==> src/rtl/dsp_pkg.sv <==
// Shared constants and types for the DSP48A1 MAC sequencer.
// Latencies match A1REG=1, B1REG=1, MREG=1, PREG=1 with direct B input.
package dsp_pkg;

    localparam logic [7:0] OPM_HOLD  = 8'h08;
    localparam logic [7:0] OPM_START = 8'h01;
    localparam logic [7:0] OPM_ACC   = 8'h09;

    localparam int OPM_DLY  = 2;
    localparam int PIPE_LAT = 3;

    typedef struct packed {
        logic v;
        logic first;
        logic last;
    } tag_t;

    localparam tag_t TAG_NONE = '{v: 1'b0, first: 1'b0, last: 1'b0};

endpackage

==> src/rtl/dsp_tag_delay.sv <==
// Fixed-depth shift register of issue tags that tracks products through the slice.
module dsp_tag_delay
    import dsp_pkg::*;
#(
    parameter int DEPTH = 2
) (
    input  logic clk_i,
    input  logic rst_i,
    input  tag_t tag_i,
    output tag_t tag_o,
    output logic any_v_o,
    output logic any_last_o
);

    tag_t stage_q [DEPTH];

    always_ff @(posedge clk_i or posedge rst_i) begin
        if (rst_i) begin
            for (int i = 0; i < DEPTH; i++) begin
                stage_q[i] <= TAG_NONE;
            end
        end else begin
            stage_q[0] <= tag_i;
            for (int i = 1; i < DEPTH; i++) begin
                stage_q[i] <= stage_q[i-1];
            end
        end
    end

    assign tag_o = stage_q[DEPTH-1];

    always_comb begin
        any_v_o    = 1'b0;
        any_last_o = 1'b0;
        for (int i = 0; i < DEPTH; i++) begin
            any_v_o    = any_v_o | stage_q[i].v;
            any_last_o = any_last_o | stage_q[i].last;
        end
    end

endmodule

==> src/rtl/dsp_mac_sequencer.sv <==
// Frames a sample stream into NTAPS-long dot products on one DSP48A1 slice,
// drives A/B/OPMODE and collects P into a valid/ready holding register.
module dsp_mac_sequencer #(
    parameter int NTAPS    = 8,
    parameter int DATA_W   = 18,
    parameter int ACC_W    = 48,
    parameter int OPM_DLY  = dsp_pkg::OPM_DLY,
    parameter int PIPE_LAT = dsp_pkg::PIPE_LAT
) (
    input  logic                      CLK,
    input  logic                      RST,
    input  logic                      coef_we,
    input  logic [$clog2(NTAPS)-1:0]  coef_addr,
    input  logic [DATA_W-1:0]         coef_data,
    input  logic                      s_valid,
    output logic                      s_ready,
    input  logic [DATA_W-1:0]         s_data,
    output logic [DATA_W-1:0]         dsp_a,
    output logic [DATA_W-1:0]         dsp_b,
    output logic [7:0]                dsp_opmode,
    input  logic [ACC_W-1:0]          dsp_p,
    output logic                      m_valid,
    input  logic                      m_ready,
    output logic [ACC_W-1:0]          m_data,
    output logic                      busy
);

    import dsp_pkg::*;

    localparam int IDX_W = $clog2(NTAPS);
    localparam logic [IDX_W-1:0] LAST_IDX = IDX_W'(NTAPS - 1);

    logic [IDX_W-1:0]  tap_idx_q, tap_idx_d;
    logic [DATA_W-1:0] a_q, a_d, b_q, b_d;
    logic [DATA_W-1:0] coef_q [NTAPS];
    tag_t              tag_q, tag_d, opm_tag, comp_tag;
    logic              m_valid_q, m_valid_d;
    logic [ACC_W-1:0]  m_data_q, m_data_d;
    logic              opm_any_v, opm_any_last, comp_any_v, comp_any_last;
    logic              accept, last_tap, comp_in_flight, land;
    logic              unused_tag_bits;

    assign last_tap       = (tap_idx_q == LAST_IDX);
    assign comp_in_flight = tag_q.last | opm_any_last | comp_any_last;
    // Only the last tap stalls, so a landing result never finds the register occupied.
    assign s_ready = !RST && !(last_tap && (comp_in_flight || (m_valid_q && !m_ready)));
    assign accept  = s_valid && s_ready;
    assign land    = comp_tag.v && comp_tag.last;

    always_comb begin
        tap_idx_d = tap_idx_q;
        a_d       = a_q;
        b_d       = b_q;
        tag_d     = TAG_NONE;
        if (accept) begin
            a_d         = s_data;
            b_d         = coef_q[tap_idx_q];
            tag_d.v     = 1'b1;
            tag_d.first = (tap_idx_q == '0);
            tag_d.last  = last_tap;
            tap_idx_d   = last_tap ? '0 : tap_idx_q + 1'b1;
        end
    end

    always_comb begin
        m_valid_d = m_valid_q;
        m_data_d  = m_data_q;
        if (m_valid_q && m_ready) begin
            m_valid_d = 1'b0;
        end
        if (land) begin
            m_valid_d = 1'b1;
            m_data_d  = dsp_p;
        end
    end

    always_ff @(posedge CLK or posedge RST) begin
        if (RST) begin
            tap_idx_q <= '0;
            a_q       <= '0;
            b_q       <= '0;
            tag_q     <= TAG_NONE;
            m_valid_q <= 1'b0;
            m_data_q  <= '0;
        end else begin
            tap_idx_q <= tap_idx_d;
            a_q       <= a_d;
            b_q       <= b_d;
            tag_q     <= tag_d;
            m_valid_q <= m_valid_d;
            m_data_q  <= m_data_d;
        end
    end

    // Bank survives reset; an issue in the write cycle still reads the old value.
    always_ff @(posedge CLK) begin
        if (coef_we && coef_addr <= LAST_IDX) begin
            coef_q[coef_addr] <= coef_data;
        end
    end

    dsp_tag_delay #(.DEPTH(OPM_DLY)) u_opm_dly (
        .clk_i      (CLK),
        .rst_i      (RST),
        .tag_i      (tag_q),
        .tag_o      (opm_tag),
        .any_v_o    (opm_any_v),
        .any_last_o (opm_any_last)
    );

    dsp_tag_delay #(.DEPTH(PIPE_LAT)) u_comp_dly (
        .clk_i      (CLK),
        .rst_i      (RST),
        .tag_i      (tag_q),
        .tag_o      (comp_tag),
        .any_v_o    (comp_any_v),
        .any_last_o (comp_any_last)
    );

    always_comb begin
        if (!opm_tag.v) begin
            dsp_opmode = OPM_HOLD;
        end else if (opm_tag.first) begin
            dsp_opmode = OPM_START;
        end else begin
            dsp_opmode = OPM_ACC;
        end
    end

    assign unused_tag_bits = opm_tag.last ^ comp_tag.first;

    assign dsp_a   = a_q;
    assign dsp_b   = b_q;
    assign m_valid = m_valid_q;
    assign m_data  = m_data_q;
    assign busy    = (tap_idx_q != '0) | tag_q.v | opm_any_v | comp_any_v;

endmodule

==> config.mk <==
export PLATFORM = sky130hd
export DESIGN_NAME = dsp_mac_sequencer
export DESIGN_NICKNAME = d
export VERILOG_FILES = /design/src/rtl/dsp_pkg.sv /design/src/rtl/dsp_tag_delay.sv /design/src/rtl/dsp_mac_sequencer.sv
export SDC_FILE = /design/constraint.sdc
export NUM_CORES = 1
export LEC_CHECK = 0
export BUFFER_PORTS_ARGS = -buffer_cell sky130_fd_sc_hd__clkbuf_2
export CORE_MARGIN = 1.5
export CORE_UTILIZATION = 53
export DETAILED_ROUTE_END_ITERATION = 10
export MAX_ROUTING_LAYER = met4
export PLACE_DENSITY = 0.77
export SLEW_MARGIN = 20
export SYNTH_ARGS = -nofsm -noshare
export SYNTH_HDL_FRONTEND = slang
export SYNTH_HIERARCHICAL = 1
export SYNTH_SLANG_ARGS = --single-unit
export TNS_END_PERCENT = 5
==> constraint.sdc <==
create_clock -name CLK -period 4.14 [get_ports CLK]
set_input_delay 0.828 -clock CLK [delete_from_list [all_inputs] [get_ports CLK]]
set_output_delay 0.828 -clock CLK [all_outputs]
set_load 0.05 [all_outputs]
==> reports/qor.tcl <==
set qor(r2r_start) {u_comp_dly/stage_q[3]}
set qor(final_util) 0.6521
set qor(setup.reg_to_reg.worst_slack_ps) 1530
set qor(yosys_warnings) 6
set qor(vias) 4923
set qor(die_w_um) 135.5
set qor(worstMarginPinSlew_ps) 965.6
set qor(clock_tree.buffer_depth) 3
set qor(detail-route-antenna-nets) 0
set qor(required_ps) 3310
set qor(path_cells) {or3_1, o41ai_4, and2_1, clkbuf_2}
set qor(skew_ps) 16.55
set qor(timing.critical_path.to_type) {output port}
set qor(layout.filler_cells) 1200
set qor(drc) 0
set qor(globalRouteTotalUtil) 0.2166
set qor(minimum_clock_period_after_layout_ps) 3171
set qor(r2r-end) {dsp_a[1]}
set qor(fin_hold_viols) 0
set qor(place.port_buffers) 180
set qor(first_iter_violations) 253
set qor(cts_hold_repair.buffers) 0
set qor(clock-sinks) 247
set qor(drv_slew) 0
set qor(drt-vias-per-instance) 5.374
set qor(floorplan.io_pins) 187
set qor(post_cts.repair.setup_buffers) 0
set qor(power.leakage_nw) 4.578
set qor(design.core.area_um2) 17240
set qor(worst-path-max-fanout) 7
set qor(area_growth_syn_to_layout_pct) 20.84
set qor(peakVddDrop_mv) 0.4635
set qor(clkTransAtPathRegs_ps) 60
set qor(die-area_um2) 18350
set qor(htree_levels) 1
set qor(maxClockFrequency_mhz) 315.4
set qor(p_per_area_nw_per_um2) 701.2
set qor(r2r_cells) 5
set qor(cts-buffers-inserted) 24
set qor(first_global_vias) 5153
set qor(global_route.overflow_total) 0
set qor(route.detailed.wl_per_inst_um) 20.48
set qor(cts_tree) {done}
set qor(worst_path_largest_cell_delay_ps) 570
set qor(slowest_stage_cell_cp) {sky130_fd_sc_hd__o41ai_4}
set qor(post_synth_instance_area_um2) 9301
set qor(grt_max_degree) 68
set qor(number_of_maximum_capacitance_constraint_violations) 0
set qor(run_status) {complete, no violations}
set qor(worst_hold_path_type) {primary input to asynchronous set/reset pin}
set qor(path_buf_inv) 1
set qor(antenna-diode-count) 0
set qor(timing.hold.ws_ps) 288.2
set qor(drive_above_1_share) 0.4674
set qor(num_rows) 48
set qor(syn_inst) 480
set qor(worst-setup-path-type) {flop to output port}
set qor(grt_pass1_wl_um) 28720
set qor(setup_total_negative_slack_ps) 0
set qor(cts-root-buf) {sky130_fd_sc_hd__clkbuf_16}
set qor(detailedRoute.firstPassIterationCount) 5
set qor(avgSynthCellArea_um2) 19.38
set qor(rsz0062_at_grt) {false}
set qor(timing.critical_path.arrival_ps) 2340
set qor(nets) 769
set qor(post-route-period-util) 0.7659
set qor(worst_slew_margin_rel) 0.3528
set qor(timing.critical_path.from_type) {flop}
set qor(hpwl_um) 12320
set qor(wl_um) 18760
set qor(die_h_um) 135.5
set qor(worst_path_dominant_cell_family) {simple AND/OR/NAND/NOR gates}
set qor(antenna_found_initial) 0
set qor(worst_skew_pair.late_latency_ps) 510
set qor(post_cts_sizing) 0
set qor(place.gp.congestion) 0.7368
set qor(finalSetupViolCount) 0
set qor(initial_core_util) 0.5396
[worst max-delay path by stage]
| stage | start | endpoint | slack [ps] | depth (start not counted) |
|---|---|---|---|---|
| floorplan | RST | s_ready | 610 | 2 |
| finish | u_comp_dly/stage_q[3] | s_ready | 970 | 4 |
| global placement | m_ready | s_ready | 1410 | 5 |
| detailed placement | m_ready | s_ready | 1400 | 5 |
| CTS | u_comp_dly/stage_q[3] | s_ready | 900 | 4 |
| global route | u_comp_dly/stage_q[3] | s_ready | 850 | 4 |
[report_power, final]
| part | leakage [nW] | switching, mW | internal, mW |
|---|---|---|---|
| combinational | 1.66 | 1.72 | 0.825 |
| clock | 0.396 | 0.844 | 1.33 |
| sequential | 2.53 | 0.193 | 2.97 |
| total | 4.58 | 2.75 | 5.13 |
[cells in the final DEF, fill, tap and decap left out]
master / count
sky130_fd_sc_hd__or2_1: 2
sky130_fd_sc_hd__dfrtp_1: 102
sky130_fd_sc_hd__clkbuf_4: 2
sky130_fd_sc_hd__nand2_4: 1
sky130_fd_sc_hd__buf_4: 16
sky130_fd_sc_hd__o21ai_0: 1
sky130_fd_sc_hd__nor3_2: 2
sky130_fd_sc_hd__and2_1: 1
sky130_fd_sc_hd__conb_1: 6
sky130_fd_sc_hd__nand3_1: 1
sky130_fd_sc_hd__bufinv_16: 1
sky130_fd_sc_hd__edfxtp_1: 144
sky130_fd_sc_hd__o41ai_4: 1
sky130_fd_sc_hd__nand2_1: 4
sky130_fd_sc_hd__clkbuf_1: 8
sky130_fd_sc_hd__ha_1: 3
sky130_fd_sc_hd__mux2_1: 19
sky130_fd_sc_hd__a21oi_1: 36
sky130_fd_sc_hd__mux4_2: 36
sky130_fd_sc_hd__or3_1: 2
sky130_fd_sc_hd__inv_1: 4
sky130_fd_sc_hd__clkbuf_8: 6
sky130_fd_sc_hd__dfrtp_2: 1
sky130_fd_sc_hd__nor2b_1: 2
sky130_fd_sc_hd__clkbuf_2: 180
sky130_fd_sc_hd__clkbuf_16: 26
sky130_fd_sc_hd__mux2_2: 49
sky130_fd_sc_hd__and3_1: 1
sky130_fd_sc_hd__nor2_1: 8
sky130_fd_sc_hd__nand2b_1: 5
sky130_fd_sc_hd__mux2i_1: 18
sky130_fd_sc_hd__inv_2: 1
sky130_fd_sc_hd__or4_1: 1
sky130_fd_sc_hd__clkinvlp_4: 1
[through the flow]
| step | cells | setup slack, ps | total power, mW | area, um2 |
|---|---|---|---|---|
| after floorplan | 485 | 610.9 | 5.196 | 9324 |
| after global placement | 873 | 1410 | 5.735 | 10430 |
| after global routing | 916 | 851.1 | 8.216 | 11240 |
| final | 916 | 969.1 | 7.881 | 11240 |
| after CTS | 916 | 897.6 | 7.982 | 11230 |
| after detailed placement | 873 | 1403 | 5.791 | 10430 |
[final cells by class]
type	instances	area [um2]	area share
tap	225	281.5	0.02505
inverter	6	26.28	0.002338
clock inverter	1	30.03	0.002672
timing repair buffer	196	1021	0.09084
clock buffer	42	778.2	0.06924
multi-input combinational	199	2200	0.1957
sequential	247	6903	0.6142
[flip-flops by register name (all words and copies together) (netlist names)]
signal,cells
u_opm_dly/stage_q,3
coef_q,144
u_comp_dly/stage_q,4
m_data,48
dsp_a,18
u_opm_dly/tag_o,3
tap_idx_q,3
u_comp_dly/tag_o,2
m_valid,1
tag_q,3
dsp_b,18
[routing by layer]
metal,track usage,up-vias,share of wire
li1,-,2209,-
met1,0.2703,2459,0.38
met2,0.3699,230,0.52
met3,0.03891,25,0.080
met4,0.05615,0,0.013
met5,-,-,0
Power figures use the tool's default switching activity.
